## config.mk

```make
export PLATFORM = sky130hd
export DESIGN_NAME = line_follow_nav_ctrl
export DESIGN_NICKNAME = d
export VERILOG_FILES = /design/src/rtl/line_follow_nav_ctrl.sv
export SDC_FILE = /design/constraint.sdc
export NUM_CORES = 1
export LEC_CHECK = 0
export BUFFER_PORTS_ARGS = -buffer_cell sky130_fd_sc_hd__buf_2
export CORE_MARGIN = 5
export CORE_UTILIZATION = 42
export CTS_CLUSTER_SIZE = 16
export DETAILED_ROUTE_END_ITERATION = 10
export PLACE_DENSITY_LB_ADDON = 0.05
export SLEW_MARGIN = 25
export SYNTH_ARGS = -nofsm -noshare
export SYNTH_HDL_FRONTEND = slang
export SYNTH_SLANG_ARGS = --single-unit
```

## constraint.sdc

```tcl
create_clock -name clk -period 2.05 [get_ports clk]
set_clock_uncertainty 0.05 [all_clocks]
set_input_delay 0.3075 -clock clk [delete_from_list [all_inputs] [get_ports clk]]
set_output_delay 0.3075 -clock clk [all_outputs]
set_load 0.005 [all_outputs]
```

## src/rtl/line_follow_nav_ctrl.sv

```systemverilog
`timescale 1ns/1ps
`default_nettype none
// ============================================================================
// Module      : line_follow_nav_ctrl
// Description : Line-following navigation controller. Synchronises and
//               debounces three IR line sensors, runs a follow / junction
//               manoeuvre / lost-line recovery state machine and drives a
//               registered 3-bit motion code for the motor-control stage.
//               Motion codes: 0 stop, 1 forward, 2 left drift, 3 right drift,
//               4 reverse, 5 left pivot, 6 right pivot (7 never driven).
// Ports       : clk            - system clock
//               rst            - asynchronous active-high reset
//               start          - single-cycle pulse, begin following
//               stop           - force halt (highest priority)
//               sensor[2:0]    - raw IR {L,C,R}, 1 = on line, async to clk
//               junction_dir   - action at next junction:
//                                0 straight, 1 left, 2 right, 3 u-turn
//               motion[2:0]    - registered motion code
//               busy           - high in every state except IDLE
//               lost           - sticky lost-line timeout flag
//               junction_count - junctions taken since start (wraps)
// Revision    : 1.0 - initial release
// ============================================================================
module line_follow_nav_ctrl #(
    parameter int DEBOUNCE_TICKS = 1000,
    parameter int TURN_TICKS     = 5000000,
    parameter int CROSS_TICKS    = 2000000,
    parameter int LOST_TICKS     = 10000000,
    parameter int CNT_W          = 24
) (
    input  logic       clk,
    input  logic       rst,
    input  logic       start,
    input  logic       stop,
    input  logic [2:0] sensor,
    input  logic [1:0] junction_dir,
    output logic [2:0] motion,
    output logic       busy,
    output logic       lost,
    output logic [7:0] junction_count
);

    localparam int               c_db_w   = $clog2(DEBOUNCE_TICKS + 1);
    localparam logic [c_db_w-1:0] c_db_max = c_db_w'(DEBOUNCE_TICKS);
    localparam logic [c_db_w-1:0] c_db_one = c_db_w'(1);

    localparam logic [CNT_W-1:0] c_turn  = CNT_W'(TURN_TICKS);
    localparam logic [CNT_W-1:0] c_uturn = CNT_W'(2 * TURN_TICKS);
    localparam logic [CNT_W-1:0] c_cross = CNT_W'(CROSS_TICKS);
    localparam logic [CNT_W-1:0] c_lost  = CNT_W'(LOST_TICKS);
    localparam logic [CNT_W-1:0] c_one   = CNT_W'(1);

    localparam logic [2:0] c_mot_stop  = 3'd0;
    localparam logic [2:0] c_mot_fwd   = 3'd1;
    localparam logic [2:0] c_mot_left  = 3'd2;
    localparam logic [2:0] c_mot_right = 3'd3;
    localparam logic [2:0] c_mot_rev   = 3'd4;
    localparam logic [2:0] c_mot_lpiv  = 3'd5;
    localparam logic [2:0] c_mot_rpiv  = 3'd6;

    typedef enum logic [1:0] {
        S_IDLE   = 2'd0,
        S_FOLLOW = 2'd1,
        S_TURN   = 2'd2,
        S_LOST   = 2'd3
    } state_t;

    state_t             r_state;
    logic [2:0]         r_sync1;
    logic [2:0]         r_sync2;
    logic [c_db_w-1:0]  r_db_cnt;
    logic [2:0]         r_pat;
    logic [CNT_W-1:0]   r_cnt;
    logic [1:0]         r_dir;
    logic [2:0]         r_motion;
    logic               r_lost;
    logic [7:0]         r_jcnt;
    logic [CNT_W-1:0]   w_load;

    // Drift steering for the non-junction, non-empty patterns. Centred,
    // split (101) and full patterns all map to forward.
    function automatic logic [2:0] steer(input logic [2:0] p);
        case (p)
            3'b110, 3'b100: steer = c_mot_left;
            3'b011, 3'b001: steer = c_mot_right;
            default:        steer = c_mot_fwd;
        endcase
    endfunction

    // U-turn pivots right.
    function automatic logic [2:0] turn_code(input logic [1:0] d);
        case (d)
            2'd0:    turn_code = c_mot_fwd;
            2'd1:    turn_code = c_mot_lpiv;
            default: turn_code = c_mot_rpiv;
        endcase
    endfunction

    always_comb begin
        w_load = c_cross;
        case (junction_dir)
            2'd0:    w_load = c_cross;
            2'd3:    w_load = c_uturn;
            default: w_load = c_turn;
        endcase
    end

    // Sensor path. r_db_cnt counts how many cycles r_sync2 has held its
    // value; it restarts at 1 on the edge where r_sync2 takes a new value
    // (r_sync1 != r_sync2). Once it reaches the threshold the filtered
    // pattern follows r_sync2.
    always_ff @(posedge clk or posedge rst) begin
        if (rst) begin
            r_sync1  <= 3'b000;
            r_sync2  <= 3'b000;
            r_db_cnt <= '0;
            r_pat    <= 3'b000;
        end else begin
            r_sync1 <= sensor;
            r_sync2 <= r_sync1;
            if (r_sync1 != r_sync2) begin
                r_db_cnt <= c_db_one;
            end else if (r_db_cnt != c_db_max) begin
                r_db_cnt <= r_db_cnt + c_db_one;
            end
            if (r_db_cnt == c_db_max) begin
                r_pat <= r_sync2;
            end
        end
    end

    // Navigation FSM; motion is registered alongside the next state.
    always_ff @(posedge clk or posedge rst) begin
        if (rst) begin
            r_state  <= S_IDLE;
            r_cnt    <= '0;
            r_dir    <= 2'd0;
            r_motion <= c_mot_stop;
            r_lost   <= 1'b0;
            r_jcnt   <= 8'd0;
        end else if (stop) begin
            r_state  <= S_IDLE;
            r_cnt    <= '0;
            r_motion <= c_mot_stop;
        end else begin
            case (r_state)
                S_IDLE: begin
                    r_motion <= c_mot_stop;
                    if (start) begin
                        r_state  <= S_FOLLOW;
                        r_lost   <= 1'b0;
                        r_jcnt   <= 8'd0;
                        r_motion <= steer(r_pat);
                    end
                end
                S_FOLLOW: begin
                    if (r_pat == 3'b111) begin
                        r_dir    <= junction_dir;
                        r_jcnt   <= r_jcnt + 8'd1;
                        r_cnt    <= w_load;
                        r_state  <= S_TURN;
                        r_motion <= turn_code(junction_dir);
                    end else if (r_pat == 3'b000) begin
                        r_cnt    <= c_lost;
                        r_state  <= S_LOST;
                        r_motion <= c_mot_rev;
                    end else begin
                        r_motion <= steer(r_pat);
                    end
                end
                S_TURN: begin
                    // Leaving at count 1 makes the turn last exactly the
                    // loaded number of cycles.
                    if (r_cnt <= c_one) begin
                        r_cnt    <= '0;
                        r_state  <= S_FOLLOW;
                        r_motion <= steer(r_pat);
                    end else begin
                        r_cnt    <= r_cnt - c_one;
                        r_motion <= turn_code(r_dir);
                    end
                end
                S_LOST: begin
                    // Reacquiring the line wins over a same-cycle expiry.
                    if (r_pat != 3'b000) begin
                        r_cnt    <= '0;
                        r_state  <= S_FOLLOW;
                        r_motion <= steer(r_pat);
                    end else if (r_cnt <= c_one) begin
                        r_cnt    <= '0;
                        r_state  <= S_IDLE;
                        r_lost   <= 1'b1;
                        r_motion <= c_mot_stop;
                    end else begin
                        r_cnt    <= r_cnt - c_one;
                        r_motion <= c_mot_rev;
                    end
                end
                default: begin
                    r_state  <= S_IDLE;
                    r_motion <= c_mot_stop;
                end
            endcase
        end
    end

    assign motion         = r_motion;
    assign busy           = (r_state != S_IDLE);
    assign lost           = r_lost;
    assign junction_count = r_jcnt;

endmodule
`default_nettype wire

```

==> metrics.md <==
| Metric | Value |
|---|---|
| Yosys cell types | `62` |
| Setup CP Type | `reg2reg` |
| Maximum clock path buffer count | `2` |
| Count of final hold-check violations | `0` |
| Placer congestion estimate | `around 0.87` |
| DR WL/cell | `16.7 um` |
| Sw frac | `0.408` |
| Clk root buf | `clkbuf_8` |
| NetSw | `2.61 mW` |
| Gr ovfl total | `0` |
| Register bit total from synthesis | `59` |
| Synth Flop Type | `dfrtp_1` |
| Data required, critical path | `approximately 2.2 ns` |
| Metal3 WL | `about 310 um` |
| Row count | `33` |
| Worst hold margin | `roughly 0.025 ns` |
| Worst skew pair latency | `about 0.34 ns` |
| H-tree Lvls | `3` |
| Power per cell area | `~1300 nW/um^2` |
| Power, Total | `between 6 and 7 mW` |
| Max-slew violations | `0` |
| Synth-to-Final Area Change | `38.8%` |
| Power share of the clock group | `0.169` |
| Average size of a mapped cell | `9.60 sq um` |
| Warnings, synthesis | `0` |
| Flop pwr share | `0.229` |
| Final Worst Setup Slack | `-0.149 ns` |
| Crit path DAT | `between 2 and 2.5 ns` |
| Max-cap violations | `0` |
| Vias in the first global route | `roughly 3200` |
| Vias | `3208` |
| Number of flops mapped to enable cells by yosys | `0` |
| M1 wire length | `4.54 mm` |
| Global-route wire length before repair | `roughly 16 mm` |
| Mapped Cells | `about 360` |
| Mapped Nets | `between 300 and 400` |
| First-pass DRT Iterations | `4` |
| TritonCTS clock tree | `built` |
| Design Area, Final | `around 4800 sq um` |
| CTS buffer count | `9` |
| # port buffers | `21` |
| DIE AREA | `about 10000 sq um` |
| FMAX | `~450 MHz` |
| Wirelength, routed | `9.69 mm` |
| Internal power | `3.80 mW` |
| Gate power share | `0.602` |
| Placed inst area | `4260 sq um` |
| Worst path buffer plus inverter count | `2` |
| Worst-path cell with the longest stage delay | `dfrtp_1` |
| Synth Cell Area | `between 3000 and 4000 sq um` |
| Delay of the slowest critical-path stage | `0.40 ns` |
| Met2 WL | `4.69 mm` |
| Initial antenna violation count | `0` |
| Final ANT Viol Nets | `0` |
| Initial Util | `0.428` |
| Leakage | `2.23 nW` |
| Die width | `between 100 and 150 um` |
| VDD IR max | `about 0.57 mV` |
| Die Height | `101 um` |
| Critical Path End Type | `register` |
| Final Critical Period | `~2.2 ns` |
| Period utilization | `1.07` |
| Asr flop ratio synth | `1.00` |
| Worst Max-Slew Pin Slew | `0.501 ns` |
| Seq/Total Area, Yosys | `0.424` |
| 1st-iter DRT viols | `~110` |
| Worst Hold Class | `in2reg` |
| CP delay by family, top | `simple AND/OR/NAND/NOR gates` |
| CTS clock-pin slew for the worst setup and hold paths | `around 0.07 ns` |
| Crit-path max FO | `3` |
| Final setup violation count | `12` |
| Startpoint Class | `register` |
| Status | `finished, violations left` |
| Cells along the critical path | `inv_2, ha_4, or3b_4, or3_4, buf_4, a31o_2, a211o_1` |
| Clk sink count | `59` |
| Core area | `just over 8000 sq um` |
| DRC violations left | `0` |
| Top Layer Used | `met4` |
| Fillers | `687` |
| Antenna diodes | `0` |
| Violated checks | `negative setup slack` |
| RSZ-0062 raised after global routing | `yes` |
| Relative slew slack | `0.664` |
| Drt via density | `5.54` |
| Dpl hpwl | `6.81 mm` |
| Ports | `22` |
| Post-layout net count | `slightly below 500` |
| Share of layout cells above drive strength 1 | `0.397` |
| Largest net degree at the start of global routing | `29` |
| GR Util All Layers | `0.194` |
-- power by group through the flow --
stage	Sequential (mW)	Clock [mW]	Combinational, mW
final	1.47	1.09	3.86
after CTS	1.46	1.11	3.34
after global routing	1.49	1.17	4.15
after detailed placement	1.48	0	3.09
after global placement	1.47	0	3.08
after floorplan	1.49	0	1.78
-- layer usage --
metal / global-route usage / vias to the layer above
li1: - / 1554
met1: 0.260 / 1571
met2: 0.307 / 66
met3: 0.0457 / 17
met4: 0.0644 / 0
met5: 0 / -
-- cells in the mapped netlist, types with 2 or more instances --
master / n / share of area
a211oi_1: 3 / 0.0065
a21o_1: 2 / 0.0043
nand4_1: 7 / 0.013
a21oi_1: 15 / 0.022
nand2_1: 21 / 0.023
dfrtp_1: 59 / 0.42
xnor2_1: 13 / 0.033
ha_1: 15 / 0.054
nor4_1: 10 / 0.018
buf_2: 4 / 0.0057
mux2_2: 6 / 0.019
inv_1: 14 / 0.015
nor3_1: 17 / 0.024
a211o_1: 7 / 0.018
or2_2: 3 / 0.0054
and3_1: 7 / 0.013
a31oi_1: 10 / 0.018
nor2_1: 39 / 0.042
clkbuf_1: 8 / 0.0086
a22o_1: 4 / 0.010
nor4_4: 2 / 0.012
or4_1: 3 / 0.0065
mux2i_1: 3 / 0.0086
xor2_1: 9 / 0.023
nor2b_1: 2 / 0.0036
clkbuf_2: 2 / 0.0029
nor3b_1: 2 / 0.0043
o22ai_1: 4 / 0.0072
o21ai_0: 10 / 0.014
or3_4: 2 / 0.0065
o31ai_1: 9 / 0.019
nand2b_1: 4 / 0.0072
or3_1: 6 / 0.011
o31a_1: 2 / 0.0050
nand3_1: 12 / 0.017
-- final timing paths --
kind,from,cells past startpoint,to,slack [ns]
max,r_cnt[1],7,r_cnt[8],-0.15
min,sensor[1],1,r_sync1[1],0.03
max reg2reg,r_cnt[1],7,r_cnt[8],-0.15
min reg2reg,r_sync1[2],0,r_sync2[2],0.35
max in group asynchronous,rst,4,motion[0],0.91
min in group asynchronous,rst,3,r_cnt[4],0.43
-- through the flow --
step / util / std cells / setup TNS [ns] / setup slack, ns
2_1_floorplan: - / 363 / -0.374 / -0.180
3_3_place_gp: 0.523 / 550 / -1.99 / -0.157
3_5_place_dp: 0.523 / 550 / -2.08 / -0.186
4_1_cts: 0.561 / 569 / -1.04 / -0.137
5_1_grt: 0.594 / 579 / -2.21 / -0.232
6_report: 0.594 / 579 / -0.786 / -0.149
-- cell usage in the layout (no fill, tap or decap), types with 7 or more instances in the layout --
| cell type | instances |
|---|---|
| dfrtp_1 | 59 |
| ha_1 | 12 |
| inv_1 | 12 |
| a21oi_1 | 13 |
| nand3_1 | 10 |
| a211o_1 | 7 |
| nor4_1 | 7 |
| nor2_1 | 34 |
| clkbuf_8 | 10 |
| xnor2_1 | 13 |
| buf_4 | 76 |
| xor2_1 | 9 |
| o21ai_0 | 8 |
| nand2_1 | 19 |
| buf_6 | 11 |
| nand4_1 | 7 |
| buf_2 | 21 |
| a31oi_1 | 10 |
| nor3_1 | 13 |
-- timing repair --
| item | in CTS | in global routing |
|---|---|---|
| endpoints found under the setup margin | 25 | 35 |
| resized for setup | 16 | 45 |
| setup buffers | 3 | 9 |
| hold endpoints to repair | 13 | 0 |
| gates cloned | 0 | 1 |
| hold buffers | 1 | 0 |
| pin swaps | 7 | 23 |
-- cell type report --
type                    instances  area [sq um]  share of cell area
multi-input cells             275          2150               0.444
flip-flops and latches         59          1480               0.305
repair buffers                110           830               0.172
clock buffers                  12           145              0.0300
well taps                     105           131              0.0272
inverters                      14          52.6              0.0109
clock inverters                 4          50.0              0.0104
-- registers in the layout, indices dropped and copies added (netlist names), 2 cells and up --
name,count
r_cnt,24
r_db_cnt,10
junction_count,8
motion,3
r_pat,3
r_sync1,3
r_sync2,3
r_dir,2
r_state,2
-- logic make-up (layout without fill, tap and decap cells) --
logic type	Yosys count	count (layout)	synth area share
AO/OA/AOI/OAI	84	85	0.176
adder cells (fa/ha/maj)	15	15	0.0539
XOR/XNOR	22	22	0.0553
AND/OR/NAND/NOR	144	144	0.228
multiplexers	9	9	0.0280
flip-flops	59	59	0.424
buffers and inverters	30	140	0.0356
Note: power is estimated with default switching activity, not from simulation.
